## src/rtl/register_file_32x32.sv

```systemverilog
// 32-entry x 32-bit register file.
// One synchronous write port and two independent registered read ports (A, B).
// A read that hits the address being written in the same cycle returns the new
// write data (write-first bypass). Entry 0 is an ordinary writable register.
module register_file_32x32 #(
  parameter int DATA_W = 32,
  parameter int ADDR_W = 5
) (
  input  logic              clk,
  input  logic              rst,
  input  logic [ADDR_W-1:0] address_w,
  input  logic              enable_w,
  input  logic [DATA_W-1:0] In,
  input  logic [ADDR_W-1:0] address_a,
  input  logic              enable_a,
  output logic [DATA_W-1:0] OutA,
  input  logic [ADDR_W-1:0] address_b,
  input  logic              enable_b,
  output logic [DATA_W-1:0] OutB
);

  localparam int unsigned DEPTH = 2 ** ADDR_W;

  logic [DATA_W-1:0] mem_q [DEPTH];
  logic [DATA_W-1:0] outa_q, outa_d;
  logic [DATA_W-1:0] outb_q, outb_d;
  logic              hit_a, hit_b;

  assign hit_a = enable_w && (address_w == address_a);
  assign hit_b = enable_w && (address_w == address_b);

  // Read-port next values: hold when disabled, bypass write data on address hit.
  always_comb begin
    outa_d = outa_q;
    outb_d = outb_q;
    if (enable_a) begin
      outa_d = hit_a ? In : mem_q[address_a];
    end
    if (enable_b) begin
      outb_d = hit_b ? In : mem_q[address_b];
    end
  end

  // Storage and output registers; reset clears everything and drops any write.
  always_ff @(posedge clk) begin
    if (rst) begin
      for (int unsigned i = 0; i < DEPTH; i++) begin
        mem_q[ADDR_W'(i)] <= '0;
      end
      outa_q <= '0;
      outb_q <= '0;
    end else begin
      if (enable_w) begin
        mem_q[address_w] <= In;
      end
      outa_q <= outa_d;
      outb_q <= outb_d;
    end
  end

  assign OutA = outa_q;
  assign OutB = outb_q;

endmodule

```

## config.mk

```make
export PLATFORM = sky130hd
export DESIGN_NAME = register_file_32x32
export DESIGN_NICKNAME = d
export VERILOG_FILES = /design/src/rtl/register_file_32x32.sv
export SDC_FILE = /design/constraint.sdc
export NUM_CORES = 2
export LEC_CHECK = 0
export CAP_MARGIN = 20
export CORE_ASPECT_RATIO = 1.1
export CORE_MARGIN = 2
export CORE_UTILIZATION = 40
export DETAILED_ROUTE_END_ITERATION = 16
export GPL_TIMING_DRIVEN = 0
export PLACE_DENSITY_LB_ADDON = 0.15
export SLEW_MARGIN = 10
export SYNTH_ARGS = -nofsm -noshare
export SYNTH_HDL_FRONTEND = slang
export SYNTH_SLANG_ARGS = --single-unit
export TNS_END_PERCENT = 5
```

## constraint.sdc

```tcl
create_clock -name clk -period 2.3 [get_ports clk]
set_input_delay 0.23 -clock clk [delete_from_list [all_inputs] [get_ports clk]]
set_output_delay 0.23 -clock clk [all_outputs]
set_load 0.02 [all_outputs]
```

==> flow_summary.yaml <==
floorplan:
  ios: 116
  die_h_microns: 400
  core_sq_um: 142000
  initial_core_util: 0.402
  die_area_sq_um: 146000
  rows: 145
  die_x_microns: 364
logic_synthesis:
  ys_seq_area_frac: 0.561
  synth_compound_area_frac: 0.0386
  yosys-top-cells-count: "edfxtp_1 (1024), and2_1 (905), mux4_2 (497)"
  synthSimpleGateAreaFrac: 0.131
  ys_async_sr_fraction: 0
  synth_xor_area_frac: 0.00154
  muxShareOfSynthArea: 0.233
  synth_top_area_cell: "edfxtp_1"
  syn-num-nets: 3856
  yosys.cell_types.count: 56
  synth_ff_type: "edfxtp_1"
  synth-seq-cells: 1088
  synth_fa_ha_area_frac: 0
  ys_warn_count: 0
  netlist_area_sq_um: 57100
  synth-edff-count: 1024
  yosysMostFrequentCell: "edfxtp_1"
  netlist_instances: 3804
  synth_top_family_by_area: "multiplexers"
  syn_avg_cell_area_sq_um: 15.0
  synth_area_leaders: "edfxtp_1 (54%), mux4_2 (20%), and2_1 (9.9%)"
  netlist.area_leader.share: 0.539
critical_path:
  cp.arrival_ns: 3.10
  crit_path_max_fanout: 12
  cpLargestDelayFamily: "buffers and inverters"
  critical_path.slowest_cell: "clkbuf_1"
  worstSetupPathType: "primary input to register"
  crit_buf_inv: 4
  cp.required_ns: 2.92
  max_stage_delay_ns: 0.68
  worstPathCellList: "buf_1 > or3b_2 > clkbuf_1 > nor2_1 > clkbuf_4 > clkbuf_1 > and2_1"
  r2r_start: "mem_q[21][3]"
  worstSetupEndpointType: "register"
  cp_common_cell: "clkbuf_1"
  start_kind: "primary input"
  worstSetupStartpoint: "address_w[4]"
timing:
  fin_skew_ns: 0.0305
  layout_setup_ws_ns: -0.183
  fin_crit_sh: 1.08
  whs_ns: 0.289
  rsz0062_at_grt: "true"
  drv_slew: 0
  worst_pin_slew_ns: 1.25
  timing_hold_violations_final: 0
  finalSetupViolations: 758
  period_needed_ns: 2.48
  max_freq_mhz: 403
  slew-limit-headroom: 0.167
clock_network:
  cts_made_buffers: 117
  clock_latency_ns: 0.76
  cts_root_buf: "clkbuf_16"
  clk_pin_slew_ns: 0.06
  cts.sinks: 1088
  cts_buffer_depth: 3
  cts_tree: "built"
  hold_buffers: 0
  htreeDepth: 3
finish:
  fillers: 12500
  final_area_sq_um: 66600
  regArea_sq_um: 32000
  syn_to_final_growth_pct: 16.7
  finalNonFillerCells: 6142
  drive_gt1_frac: 0.257
  multiInputGateArea_sq_um: 23500
  layout.nets: 4172
  post-route-util: 0.469
power_and_ir_drop:
  p_sw_frac: 0.276
  seq_power_share: 0.466
  p_total_mw: 50.3
  power_frac_clock: 0.385
  internal_power_mw: 36.4
  vdd.ir_drop.worst_v: 0.000637
  leakagePower_nw: 22.9
  comb_power_share: 0.149
  power_switching_mw: 13.9
  powerDensity_nw_per_um2: 755
detailed_routing:
  post_drt_via_cell_ratio: 6.65
  wl_met1_mm: 98.0
  drtIter0Drc: 6803
  wire_per_inst_microns: 44.0
  ant_nets: 0
  dr_wl_met2_mm: 116
  first_pass_iters: 6
  drc_errors: 0
  wl_met3_mm: 39.0
  via_count: 40800
  drt-total-wl_mm: 270
  highest_layer: "met5"
outcome:
  violations: "negative setup slack"
  status: "finished, violations left"
global_route:
  grt_max_degree: 30
  grt_pass1_vias: 38400
  antenna_found_initial: 30
  grt_use_total: 0.369
  grt_pass1_wl_mm: 352
  grt_overflow: 0
place:
  place_inst: 5860
  dpl_cell_area_sq_um: 61300
  place_congestion: 1.02
  io_buffers: 107
  hpwl_mm: 189
flow_run:
  max-cap-violations: 0
worst_hold_path:
  hp-class: "primary input to register"
  hold_start: "In[21]"
path summary, 6_finish.rpt:
path / to / slack [ns] / depth (start not counted)
max: mem_q[5][27] / -0.18 / 7
min: OutB[21] / 0.29 / 2
max reg2reg: OutB[3] / -0.02 / 5
min reg2reg: OutA[9] / 0.46 / 2
cell type report:
| type | count | area share |
|---|---|---|
| clock buffers | 152 | 0.0476 |
| multi-input cells | 2297 | 0.354 |
| flip-flops and latches | 1088 | 0.481 |
| diodes | 13 | 0.000488 |
| clock inverters | 65 | 0.00892 |
| well taps | 1911 | 0.0359 |
| repair buffers | 188 | 0.0355 |
| inverters | 10 | 0.000620 |
| plain buffers | 418 | 0.0364 |
cell families after synthesis:
group	count (synthesis)
DFF	1088
buffers and inverters	429
muxes	706
and+or+nand+nor	1277
xor gates and xnor gates	10
AOI/OAI and AO/OA	294
metal layers:
layer	up-vias	track usage
li1	15400	-
met1	21400	0.478
met2	3329	0.542
met3	716	0.137
met4	12	0.192
met5	-	0
registers in the layout, indices dropped and copies added, names as in the netlist:
name,cells
mem_q,1024
OutA,32
OutB,32
placed cells by master, fill, tap and decap left out, types with 9 or more instances in the layout:
cell             instances
a22oi_1                143
buf_12                  39
buf_6                   34
clkinv_2                19
edfxtp_1              1024
clkbuf_16              119
mux4_2                 497
a221o_1                 24
o21ai_0                 41
a32oi_1                 14
nand2_1                 65
a21oi_1                 15
nor2_1                  61
and3_1                  27
clkbuf_2                69
clkinv_1                28
mux2i_2                 22
clkbuf_4                46
clkbuf_1               193
buf_4                   70
and2_1                 904
buf_8                   13
buf_2                   25
bufinv_16               11
buf_1                   22
clkbuf_8                12
nor2b_1                  9
a221oi_1                13
mux2i_1                180
diode_2                 13
dfxtp_1                 63
or2_4                   37
nor3_1                 135
clkdlybuf4s50_1        104
per-stage QoR:
| step | setup WS, ns | setup TNS [ns] |
|---|---|---|
| 2_1_floorplan | 0.0250 | 0 |
| 3_3_place_gp | -2.42 | -3204.71 |
| 3_5_place_dp | -2.23 | -2696.24 |
| 4_1_cts | -0.186 | -4.28 |
| 5_1_grt | -0.135 | -14.42 |
| 6_report | -0.183 | -46.88 |
repair_timing:
| item | CTS | global route |
|---|---|---|
| setup endpoints to repair | 1853 | 877 |
| setup buffers | 36 | 6 |
| pin swaps | 5 | 1 |
| resized for setup | 237 | 115 |
| gates cloned | 10 | 0 |
power groups by stage:
stage	sequential (mW)	combinational [mW]	clock (mW)
finish	23.4	7.52	19.3
global route	23.5	7.48	19.9
CTS	23.4	7.08	19.3
detailed placement	23.8	6.80	0
global placement	23.8	6.63	0
floorplan	23.6	3.51	0
worst register-to-register path, delay by kind of cell (launching register included):
kind / cells / cell delay [ns]
flip-flops: 1 / 0.41
multiplexers: 2 / 0.97
AND/OR/NAND/NOR: 1 / 0.32
AO/OA/AOI/OAI: 2 / 0.49
Note: power is estimated with default switching activity, not from simulation.
